**config.mk**
```make
export PLATFORM = sky130hd
export DESIGN_NAME = multicycle_ctrl_fsm
export DESIGN_NICKNAME = d
export VERILOG_FILES = /design/src/rtl/multicycle_ctrl_fsm.sv
export SDC_FILE = /design/constraint.sdc
export NUM_CORES = 1
export LEC_CHECK = 0
export CAP_MARGIN = 40
export CORE_AREA = 2 2 76 78
export CTS_CLUSTER_DIAMETER = 200
export CTS_CLUSTER_SIZE = 30
export DETAILED_ROUTE_END_ITERATION = 16
export DIE_AREA = 0 0 78 80
export DONT_BUFFER_PORTS = 1
export GPL_TIMING_DRIVEN = 0
export HOLD_SLACK_MARGIN = 0.05
export PLACE_DENSITY = 0.61
export SLEW_MARGIN = 40
export SYNTH_ARGS = -nofsm -noshare
export SYNTH_HDL_FRONTEND = slang
export SYNTH_SLANG_ARGS = --single-unit
```
**constraint.sdc**
```tcl
create_clock -name clk_i -period 4 [get_ports clk_i]
set_clock_uncertainty 0.05 [all_clocks]
set_input_delay 0.2 -clock clk_i [delete_from_list [all_inputs] [get_ports clk_i]]
set_output_delay 0.2 -clock clk_i [all_outputs]
set_load 0.01 [all_outputs]
```
**src/rtl/multicycle_ctrl_fsm.sv**
```systemverilog
// Multi-cycle main control unit: FETCH/DECODE/EXEC/MEM/WB sequencing with a memory-ready
// handshake, illegal-opcode and memory-timeout traps, and a retired-instruction counter.
// Define JUMP_EN to decode opcode 000010 as an unconditional jump instead of trapping it.
module multicycle_ctrl_fsm #(
  parameter int OP_W     = 6,
  parameter int ALUOP_W  = 3,
  parameter int WAIT_MAX = 15,
  parameter int CNT_W    = 32
) (
  input  logic               clk_i,
  input  logic               rst_i,
  input  logic [OP_W-1:0]    instr_op_i,
  input  logic               mem_ready_i,
  output logic               pc_write_o,
  output logic               pc_write_cond_o,
  output logic [1:0]         pc_src_o,
  output logic               i_or_d_o,
  output logic               mem_read_o,
  output logic               mem_write_o,
  output logic               ir_write_o,
  output logic               alu_src_a_o,
  output logic [1:0]         alu_src_b_o,
  output logic [ALUOP_W-1:0] alu_op_o,
  output logic               reg_write_o,
  output logic               reg_dst_o,
  output logic               mem_to_reg_o,
  output logic               illegal_o,
  output logic               timeout_o,
  output logic [CNT_W-1:0]   retired_o
);

  localparam int WAIT_W = $clog2(WAIT_MAX + 1);
  localparam logic [WAIT_W-1:0] WAIT_LIM = WAIT_W'(WAIT_MAX);

  localparam logic [OP_W-1:0] OP_R    = OP_W'(6'b000000);
  localparam logic [OP_W-1:0] OP_LW   = OP_W'(6'b100011);
  localparam logic [OP_W-1:0] OP_SW   = OP_W'(6'b101011);
  localparam logic [OP_W-1:0] OP_BEQ  = OP_W'(6'b000100);
  localparam logic [OP_W-1:0] OP_ADDI = OP_W'(6'b001000);
  localparam logic [OP_W-1:0] OP_SLTI = OP_W'(6'b001010);
`ifdef JUMP_EN
  localparam logic [OP_W-1:0] OP_J    = OP_W'(6'b000010);
`endif

  localparam logic [ALUOP_W-1:0] ALU_R   = ALUOP_W'(3'b000);
  localparam logic [ALUOP_W-1:0] ALU_ADD = ALUOP_W'(3'b001);
  localparam logic [ALUOP_W-1:0] ALU_SLT = ALUOP_W'(3'b010);
  localparam logic [ALUOP_W-1:0] ALU_LW  = ALUOP_W'(3'b011);
  localparam logic [ALUOP_W-1:0] ALU_SW  = ALUOP_W'(3'b100);
  localparam logic [ALUOP_W-1:0] ALU_BEQ = ALUOP_W'(3'b101);

  typedef enum logic [3:0] {
    S_IDLE     = 4'd0,
    S_FETCH    = 4'd1,
    S_DECODE   = 4'd2,
    S_MEM_ADDR = 4'd3,
    S_MEM_RD   = 4'd4,
    S_MEM_WB   = 4'd5,
    S_MEM_WR   = 4'd6,
    S_EXEC_R   = 4'd7,
    S_R_WB     = 4'd8,
    S_EXEC_I   = 4'd9,
    S_I_WB     = 4'd10,
    S_BRANCH   = 4'd11,
    S_JUMP     = 4'd12,
    S_TRAP     = 4'd13
  } state_t;

  state_t              state_r;
  state_t              stateNext_s;
  logic [OP_W-1:0]     opQ_r;
  logic [WAIT_W-1:0]   waitCnt_r;
  logic [WAIT_W-1:0]   waitCntNext_s;
  logic                illegal_r;
  logic                timeout_r;
  logic [CNT_W-1:0]    retired_r;
  logic                illegalHit_s;
  logic                timeoutHit_s;
  logic                retireHit_s;

  // State register, latched opcode, stall counter, sticky traps and retire counter
  always_ff @(posedge clk_i) begin
    if (rst_i) begin
      state_r   <= S_IDLE;
      opQ_r     <= '0;
      waitCnt_r <= '0;
      illegal_r <= 1'b0;
      timeout_r <= 1'b0;
      retired_r <= '0;
    end else begin
      state_r   <= stateNext_s;
      waitCnt_r <= waitCntNext_s;
      if (state_r == S_DECODE) begin
        opQ_r <= instr_op_i;
      end
      if (illegalHit_s) begin
        illegal_r <= 1'b1;
      end
      if (timeoutHit_s) begin
        timeout_r <= 1'b1;
      end
      if (retireHit_s) begin
        retired_r <= retired_r + CNT_W'(1);
      end
    end
  end

  // Next-state, trap detection and stall counting
  always_comb begin
    stateNext_s   = state_r;
    waitCntNext_s = WAIT_W'(0);
    illegalHit_s  = 1'b0;
    timeoutHit_s  = 1'b0;
    retireHit_s   = 1'b0;
    case (state_r)
      S_IDLE: stateNext_s = S_FETCH;
      S_FETCH, S_MEM_RD, S_MEM_WR: begin
        // A ready on the limit cycle still completes the access.
        if (mem_ready_i) begin
          if (state_r == S_FETCH) begin
            stateNext_s = S_DECODE;
          end else if (state_r == S_MEM_RD) begin
            stateNext_s = S_MEM_WB;
          end else begin
            stateNext_s = S_FETCH;
            retireHit_s = 1'b1;
          end
        end else if (waitCnt_r == WAIT_LIM) begin
          stateNext_s  = S_TRAP;
          timeoutHit_s = 1'b1;
        end else begin
          waitCntNext_s = waitCnt_r + WAIT_W'(1);
        end
      end
      S_DECODE: begin
        case (instr_op_i)
          OP_R:           stateNext_s = S_EXEC_R;
          OP_LW, OP_SW:   stateNext_s = S_MEM_ADDR;
          OP_BEQ:         stateNext_s = S_BRANCH;
          OP_ADDI, OP_SLTI: stateNext_s = S_EXEC_I;
`ifdef JUMP_EN
          OP_J:           stateNext_s = S_JUMP;
`endif
          default: begin
            stateNext_s  = S_TRAP;
            illegalHit_s = 1'b1;
          end
        endcase
      end
      S_MEM_ADDR: begin
        if (opQ_r == OP_LW) begin
          stateNext_s = S_MEM_RD;
        end else begin
          stateNext_s = S_MEM_WR;
        end
      end
      S_EXEC_R: stateNext_s = S_R_WB;
      S_EXEC_I: stateNext_s = S_I_WB;
      S_MEM_WB, S_R_WB, S_I_WB, S_BRANCH, S_JUMP: begin
        stateNext_s = S_FETCH;
        retireHit_s = 1'b1;
      end
      S_TRAP: stateNext_s = S_TRAP;
      default: stateNext_s = S_IDLE;
    endcase
  end

  // Moore output decode; FETCH gates the IR/PC load on the ready handshake
  always_comb begin
    pc_write_o      = 1'b0;
    pc_write_cond_o = 1'b0;
    pc_src_o        = 2'b00;
    i_or_d_o        = 1'b0;
    mem_read_o      = 1'b0;
    mem_write_o     = 1'b0;
    ir_write_o      = 1'b0;
    alu_src_a_o     = 1'b0;
    alu_src_b_o     = 2'b00;
    alu_op_o        = ALU_R;
    reg_write_o     = 1'b0;
    reg_dst_o       = 1'b0;
    mem_to_reg_o    = 1'b0;
    case (state_r)
      S_FETCH: begin
        mem_read_o  = 1'b1;
        alu_src_b_o = 2'b01;
        alu_op_o    = ALU_ADD;
        ir_write_o  = mem_ready_i;
        pc_write_o  = mem_ready_i;
      end
      S_DECODE: begin
        alu_src_b_o = 2'b11;
        alu_op_o    = ALU_ADD;
      end
      S_MEM_ADDR: begin
        alu_src_a_o = 1'b1;
        alu_src_b_o = 2'b10;
        if (opQ_r == OP_LW) begin
          alu_op_o = ALU_LW;
        end else begin
          alu_op_o = ALU_SW;
        end
      end
      S_MEM_RD: begin
        mem_read_o = 1'b1;
        i_or_d_o   = 1'b1;
      end
      S_MEM_WB: begin
        reg_write_o  = 1'b1;
        mem_to_reg_o = 1'b1;
      end
      S_MEM_WR: begin
        mem_write_o = 1'b1;
        i_or_d_o    = 1'b1;
      end
      S_EXEC_R: alu_src_a_o = 1'b1;
      S_R_WB: begin
        reg_write_o = 1'b1;
        reg_dst_o   = 1'b1;
      end
      S_EXEC_I: begin
        alu_src_a_o = 1'b1;
        alu_src_b_o = 2'b10;
        if (opQ_r == OP_SLTI) begin
          alu_op_o = ALU_SLT;
        end else begin
          alu_op_o = ALU_ADD;
        end
      end
      S_I_WB: reg_write_o = 1'b1;
      S_BRANCH: begin
        alu_src_a_o     = 1'b1;
        alu_op_o        = ALU_BEQ;
        pc_write_cond_o = 1'b1;
        pc_src_o        = 2'b01;
      end
`ifdef JUMP_EN
      S_JUMP: begin
        pc_write_o = 1'b1;
        pc_src_o   = 2'b10;
      end
`endif
      default: pc_write_o = 1'b0;
    endcase
  end

  assign illegal_o = illegal_r;
  assign timeout_o = timeout_r;
  assign retired_o = retired_r;

endmodule

```
==> results of run 1 <==
-- how the worst max path moves through the flow --
stage,slack (ns),cells after the start,from,endpoint
global route,1.27,4,opQ_r[1],alu_op_o[0]
CTS,1.43,4,opQ_r[2],alu_op_o[0]
finish,1.47,4,opQ_r[2],alu_op_o[0]
detailed placement,1.78,4,opQ_r[2],alu_op_o[0]
global placement,1.61,4,opQ_r[1],alu_op_o[0]
floorplan,1.86,4,opQ_r[2],alu_op_o[0]
-- power groups by stage --
stage	Combinational (mW)	Clock, mW	Sequential [mW]
after floorplan	0.359	0	0.548
after global placement	0.440	0	0.556
after detailed placement	0.441	0	0.556
after CTS	0.448	0.317	0.545
after global routing	0.500	0.330	0.549
final	0.450	0.303	0.546
-- layout by cell type (no fill, tap or decap), drive strengths merged, types with 3 or more instances in the layout --
master | netlist | routed
or4 | 3 | 3
dfxtp | 48 | 48
inv | 14 | 14
o31ai | 3 | 3
o211ai | 5 | 5
and3 | 4 | 4
xnor2 | 3 | 3
o2111ai | 8 | 8
nand2b | 4 | 4
mux2i | 6 | 6
nor3 | 6 | 6
clkbuf | 10 | 17
nand4 | 4 | 4
or3 | 12 | 12
a2111oi | 3 | 3
a211oi | 3 | 3
xor2 | 15 | 15
o21ai | 22 | 22
nor2 | 47 | 47
nand2 | 20 | 20
buf | 7 | 7
a21oi | 26 | 26
a31oi | 3 | 3
nor2b | 3 | 3
nor4 | 7 | 7
nand3 | 11 | 11
dlygate4sd3 | 0 | 6
-- final cells by class --
| type | instances | area (um2) |
|---|---|---|
| Tap cell | 72 | 90.09 |
| Sequential cell | 48 | 960.9 |
| Inverter | 14 | 52.55 |
| Timing Repair Buffer | 6 | 60.06 |
| Multi-Input combinational cell | 242 | 1524 |
| Clock buffer | 7 | 86.33 |
| Clock inverter | 1 | 7.507 |
| Fill cell | 548 | 2536 |
| Buffer | 17 | 87.58 |
-- sequential cells by signal, summed over array words and instances, names as in the netlist --
name and cells:
illegal_o 1, opQ_r 6, retired_o 32, state_r 4, timeout_o 1, waitCnt_r 4
-- logic make-up (layout without fill, tap and decap cells) --
kind of cell | Yosys count | after routing | share of synthesized area (%)
multiplexers | 7 | 7 | 2.718
AO/OA/AOI/OAI | 83 | 83 | 21.79
flip-flops | 48 | 48 | 36.62
XOR/XNOR | 18 | 18 | 6.009
adder cells (fa/ha/maj) | 2 | 2 | 0.9536
other | 1 | 1 | 0.1429
AND/OR/NAND/NOR | 131 | 131 | 26.42
buffers and inverters | 31 | 45 | 5.341
-- per-layer routing --
metal	up-vias	global-route usage [%]	part of all wire [%]
met5	-	0	0
met4	0	6.667	0.97
met3	6	6.335	5.3
met1	1093	26.92	47
li1	1193	-	-
met2	58	33.79	46
-- repair_timing --
item	CTS	global route
hold endpoints to repair	6	0
endpoints found under the setup margin	0	0
resized for setup	0	0
hold buffers	6	0
-- through the flow --
| step | setup WS (ns) | cells |
|---|---|---|
| finish | 1.471 | 407 |
| global route | 1.274 | 407 |
| CTS | 1.430 | 407 |
| detailed placement | 1.779 | 393 |
| global placement | 1.615 | 393 |
| floorplan | 1.857 | 321 |
==> run metrics, run 1 <==
VDD IR-drop max=0.0002268 V; share of post-route cells with drive strength above 1=under 10%; ys flop type=dfxtp_1; Vias/cell=about 5.8; initial antenna violation count=0; height of the chip=about 80 um; yosys warns=0; static leakage=0.9372 nW; post-synth top area share=36.62%; CP required=around 3.8 ns; post-synthesis sequential area ratio=a little over a third; setup TNS=0 ns; n_diodes=0; largest net degree at the start of global routing=15; Tmin final=2.529 ns; fin crit share=63.24%; endpoint class of the critical path=output port; worst skew pair latency=approximately 0.30 ns; Post-Syn Instances=roughly 320; Slew @ Worst Pin=slightly above 0.7 ns; DRT Pass-1 Iters=4; TritonCTS Sinks=48; share of power burned in combinational logic=34.6%; gr ovfl total=0; power share of the clock group=between 20% and 30%; FP Rows=27; commonest cells in the netlist=dfxtp_1 (48), nor2_1 (47), a21oi_1 (24), o21ai_0 (21), nand2_1 (20); startpoint types=flop; Avg Cell Area, Syn=around 8.2 um2; CTS tree=built; htree depth=2; unrepaired setup endpoints after global routing=no; max-cap check violation count=0; cell taking the most area after synthesis=dfxtp_1; fin area=2869 um2; FMAX=slightly below 0.4 GHz; register clock-pin slew on the reported worst setup and hold paths=around 0.090 ns; Min-Delay Endpoint=state_r[2]; status=complete, no violations; maximum fanout along the worst path=4; max_slew headroom=51.90%; Num CTS Buffers=5; Routability Congestion=between 0.8 and 0.9; Tot Pwr=1.299 mW; Final Hold Vio Count=0; top-count cell post-synth=dfxtp_1; CP Class=flop to output port; wire length per cell=~15 um; Reg2Reg Launch Point=retired_o[5]; family with the most delay on the worst path=compound AO/OA/AOI/OAI gates; P_sw=roughly 500 uW; hold path start=instr_op_i[4]; CP cell instances=or3b_2, o311ai_0, nor2_1, a2111oi_1; I/O Buffers=0; GRT Total Usage=a little over a fifth; # nets final=approximately 350; WHS Path Cells=2; P&R area growth vs syn=9.347%; core area=roughly 5400 um2; Post-synth EDFFs=0; die width=between 70 and 80 um; first-pass GRT wire length=10490 um; mapped cell area=2624 um2; Setup Buffers After CTS=0; crit-path max cell delay=between 0.6 and 0.7 ns; switch share=about two fifths; Die ar.=between 6000 and 7000 um2; Post-Syn Nets=around 330; Initial Util=48.54%; vias in the first global route=between 2000 and 2500; power share of the sequential group=about two fifths; Async S/R FF share, synth=0%; WP data arrival=between 2 and 2.5 ns; Yosys cell types=between 50 and 60; reg-to-reg endpoint=retired_o[31]; internal power=799.3 uW; Final ANT Viol Nets=0; Final setup viols=0; DRC viols=0; Clock Tree Root=clkbuf_8; DP Area=approximately 2700 um2; synthesized flop and latch total=between 40 and 50; # IOs=60; Core Util, Final=53.08%; clk buf depth=2; slowest CP cell=a2111oi_1; Hold Path Class=input pin to flop; via count=~2400; aggregate routed wire length=6273 um; Final Slew Violations=0; ranking of synthesized cells by area=dfxtp_1 (37%), nor2_1 (6.7%), xor2_1 (5.0%); WP buf/inv=0; HPWL after DPL=between 4000 and 5000 um; power density over the cells=452.8 nW/um2; Initial DRC Count=76; R2R Setup Slk=1.78 ns; worst hold margin=0.07141 ns; Worst Reg-to-Reg Cells=5
Power figures use the tool's default switching activity.
==> inputs of run 2 (changes only) <==
Clock period 4 ns to 2.4 ns, I/O delays scaled along.
==> run metrics, run 2 (synthesis gave the netlist of run 1 again) <==
Final ANT Viol Nets=0; Final setup viols=0; height of the chip=about 80 um; Die ar.=between 6000 and 7000 um2; largest net degree at the start of global routing=15; status=complete, no violations; WP buf/inv=0; gr ovfl total=0; WHS Path Cells=3; I/O Buffers=0; WP data arrival=between 2 and 2.5 ns; GRT Total Usage=approximately a fifth; setup TNS=0 ns; most frequent cells in the layout=dfxtp_1 (48), nor2_1 (47), a21oi_1 (24), o21ai_0 (21), nand2_1 (20); Tmin final=about 2.3 ns; Min-Delay Endpoint=state_r[0]; VDD IR-drop max=~0.00038 V; Routability Congestion=0.8180; CTS tree=built; commonest non-fill, non-tap cell in the layout=dfxtp_1; Initial Util=between 40% and 50%; CP required=roughly 2.2 ns; endpoint class of the critical path=output port; P&R area growth vs syn=11.02%; die width=a little under 80 um; vias in the first global route=approximately 2200; via count=about 2400; crit-path max cell delay=approximately 0.51 ns; DRT Pass-1 Iters=4; Core Util, Final=approximately 54%; FMAX=0.4418 GHz; fin area=about 2900 um2; aggregate routed wire length=6351 um; hold path start=mem_ready_i; R2R Setup Slk=about 0.22 ns; core area=approximately 5400 um2; Reg2Reg Launch Point=state_r[1]; max_slew headroom=between 50 and 60%; TritonCTS Sinks=48; share of post-route cells with drive strength above 1=under 10%; wire length per cell=between 15 and 20 um; DRC viols=0; fin crit share=94.31%; FP Rows=27; Vias/cell=5.837; Final Hold Vio Count=0; power density over the cells=about 750 nW/um2; Clock Tree Root=clkbuf_8; slowest CP cell=or3b_2; n_diodes=0; htree depth=2; # IOs=60; CP cell instances=or3b_2, o311ai_0, nor2_1, a2111oi_4; maximum fanout along the worst path=4; CP Class=flop to output port; Slew @ Worst Pin=around 0.64 ns; family with the most delay on the worst path=compound AO/OA/AOI/OAI gates; max-cap check violation count=0; unrepaired setup endpoints after global routing=no; reg-to-reg endpoint=retired_o[15]; Initial DRC Count=approximately 110; DP Area=roughly 2700 um2; flip-flop count of the largest register after layout=32; Hold Path Class=input pin to flop; startpoint types=flop; Worst Reg-to-Reg Cells=6; # nets final=348; first-pass GRT wire length=roughly 11000 um; worst skew pair latency=about 0.3 ns; clk buf depth=2; static leakage=roughly 0.96 nW; initial antenna violation count=0; HPWL after DPL=4561 um; Num CTS Buffers=5; register clock-pin slew on the reported worst setup and hold paths=roughly 0.09 ns; Final Slew Violations=0
## run 2: cell types whose count changed in the layout (fill, tap and decap cells not counted)
cell / delta
buf_4: +2
a2111oi_1: -1
a2111oi_4: +1
clkbuf_1: -1
clkbuf_2: +1
dlygate4sd3_1: +1
## run 2: layout make-up
class	count	area (um2)
fillers	548	2492
multi-input cells	242	1541
flip-flops and latches	48	960.9
well taps	72	90.09
plain buffers	17	88.84
clock buffers	7	86.33
repair buffers	9	85.08
inverters	14	52.55
clock inverters	1	7.507
## run 2: through the flow
stage | power [mW] | hold WS, ns | std cells | setup WS [ns]
CTS | 2.196 | 0.05098 | 408 | 0.03525
floorplan | 1.512 | 0.2168 | 321 | 0.3374
global placement | 1.659 | 0.2263 | 393 | 0.09482
detailed placement | 1.662 | 0.2318 | 393 | 0.2091
global route | 2.333 | 0.06545 | 410 | 0.04180
finish | 2.197 | 0.05776 | 410 | 0.1365
## run 2: worst register-to-register path, cell delays in order (launching register included)
cell and delay (ns):
dfxtp_1 0.30, buf_4 0.16, nand2b_1 0.31, a2111oi_4 0.52, o21ai_1 0.17, nor3_1 0.22, mux2_2 0.35
## run 2: layer usage
metal | vias to the layer above | GRT usage (%) | wire (um)
met4 | 0 | 6.491 | 51
met3 | 4 | 6.335 | 343
met1 | 1133 | 26.92 | 2942
met5 | - | 0 | 0
li1 | 1197 | - | -
met2 | 59 | 34.22 | 3014
## run 2: repair_timing
action	CTS	global route
gates resized for setup	1	3
hold endpoints to repair	9	0
endpoints found under the setup margin	1	6
hold buffers	7	0
pin swaps	0	1
setup buffers	0	2
## run 2: worst max-delay path by stage
stage,from,end,slack (ns),cells past startpoint
2_1_floorplan,opQ_r[2],alu_op_o[0],0.34,4
3_3_place_gp,opQ_r[1],alu_op_o[0],0.09,4
3_5_place_dp,retired_o[5],retired_o[31],0.21,5
4_1_cts,state_r[0],pc_write_o,0.04,5
5_1_grt,opQ_r[1],alu_op_o[0],0.04,4
6_report,opQ_r[2],alu_op_o[0],0.14,4
## run 2: report_power, final
group	leakage, nW	switching (mW)	total [mW]	internal (mW)
registers	0.388	0.0575	0.910	0.852
logic	0.524	0.519	0.783	0.265
clock network	0.0445	0.269	0.503	0.235
total	0.956	0.845	2.20	1.35
==> inputs of run 3 (changes only) <==
Settings changed: PLACE_DENSITY 0.61 to unset.
==> run metrics, run 3 (synthesis gave the netlist of run 1 again) <==
gr ovfl total=0; Fillers=around 550; HPWL after DPL=4647 um; status=complete, no violations; Tmin final=roughly 2.2 ns; CP Class=flop to output port; startpoint types=flop; # IOs=60; CP required=2.23 ns; # nets final=346; Final Hold Vio Count=0; TritonCTS Sinks=48; Clock Tree Root=clkbuf_8; internal power=roughly 1.3 mW; core area=approximately 5400 um2; Final setup viols=0; Slew @ Worst Pin=around 0.63 ns; fin crit share=~94%; DRC viols=0; Final Slew Violations=0; htree depth=2; largest net degree at the start of global routing=15; setup TNS=0 ns; Hold Path Class=input pin to flop; die width=78 um; via count=roughly 2400; max-cap check violation count=0; Routability Congestion=0.8831; Die ar.=6240 um2; commonest non-fill, non-tap cell in the layout=dfxtp_1; max_slew headroom=between 50% and 60%; wire length per cell=15.71 um; share of post-route cells with drive strength above 1=a little under a tenth; initial antenna violation count=0; height of the chip=80 um; I/O Buffers=0; power share of the clock group=between 20% and 30%; power share of the sequential group=between 40% and 50%; Reg area=around 960 um2; Final ANT Viol Nets=0; register clock-pin slew on the reported worst setup and hold paths=roughly 0.09 ns; fin area=between 2000 and 3000 um2; most frequent cells in the layout=dfxtp_1 (48), nor2_1 (47), a21oi_1 (24), o21ai_0 (21), nand2_1 (20); DRT Pass-1 Iters=4; area of the multi-input gates=between 1500 and 2000 um2; VDD IR-drop max=about 0.00038 V; unrepaired setup endpoints after global routing=no; endpoint class of the critical path=output port; share of power burned in combinational logic=between 30% and 40%; static leakage=around 0.95 nW; Tot Pwr=around 2.2 mW; first-pass GRT wire length=10790 um; GRT Total Usage=a little over a fifth; power density over the cells=763.0 nW/um2; n_diodes=0; Initial DRC Count=124; aggregate routed wire length=6411 um; flip-flop count of the largest register after layout=32; Initial Util=48.54%; P&R area growth vs syn=10.16%; worst skew pair latency=about 0.3 ns; FMAX=0.4447 GHz; WP data arrival=roughly 2.1 ns; maximum fanout along the worst path=4; CTS tree=built; Vias/cell=5.841; Placed Instances=393; vias in the first global route=around 2200; P_sw=approximately 860 uW; non-filler cells in the finished layout=408; switch share=between 30% and 40%; clk buf depth=2; Core Util, Final=53.47%; Setup Buffers After CTS=0; FP Rows=27; Num CTS Buffers=5; DP Area=2715 um2
[run 3: cell types whose count changed in the layout (fill, tap and decap cells not counted)]
cell and change:
a2111oi_2 +1, a2111oi_4 -1, nor3_1 -1, o311ai_0 -1, buf_4 -2, nor3_2 +1
o311ai_1 +1
[run 3: area by class of cell]
class	count	share of cell area (%)
multi-input combinational	242	53.07
sequential	48	33.25
tap	72	3.117
buffer	17	3.074
clock buffer	7	2.987
timing repair buffer	7	2.424
inverter	14	1.818
clock inverter	1	0.2597
[run 3: path summary, 6_finish.rpt]
kind | slack (ns) | end | from | depth (start not counted)
hold / removal | 0.09 | state_r[0] | mem_ready_i | 3
hold reg to reg | 0.41 | waitCnt_r[0] | waitCnt_r[0] | 1
setup / recovery | 0.15 | alu_op_o[0] | opQ_r[2] | 4
setup reg to reg | 0.17 | retired_o[15] | state_r[1] | 6
[run 3: power by group through the flow]
stage / combinational [mW] / clock [mW] / sequential, mW
floorplan: 0.598 / 0 / 0.914
global placement: 0.737 / 0 / 0.928
detailed placement: 0.741 / 0 / 0.929
CTS: 0.768 / 0.524 / 0.911
global route: 0.855 / 0.555 / 0.921
finish: 0.782 / 0.512 / 0.912
[run 3: metal layers]
metal,share of wire (%),wire length (um),vias up,global-route usage [%]
li1,-,-,1196,-
met1,48,3068,1104,28.92
met2,45,2861,76,33.53
met3,6.5,414,7,6.109
met4,1.0,67,0,5.789
met5,0,0,-,0
[run 3: per-stage QoR]
| stage | worst slack (ns) | hold slack, ns |
|---|---|---|
| global route | 0.006688 | 0.09575 |
| floorplan | 0.3374 | 0.2168 |
| finish | 0.1511 | 0.08700 |
| detailed placement | 0.1931 | 0.2311 |
| CTS | 0.04149 | 0.07997 |
| global placement | 0.04878 | 0.2198 |
[run 3: repair_timing]
item / CTS / global route
cloned: 0 / 0
hold buffers: 7 / 0
endpoints found under the hold margin: 9 / 0
endpoints found under the setup margin: 1 / 2
resized for setup: 1 / 4
[run 3: worst max-delay path, cell delays in order (launching register included)]
cell	delay [ns]
dfxtp_1	0.32
or3b_2	0.52
o311ai_1	0.36
nor2_1	0.10
a2111oi_2	0.49
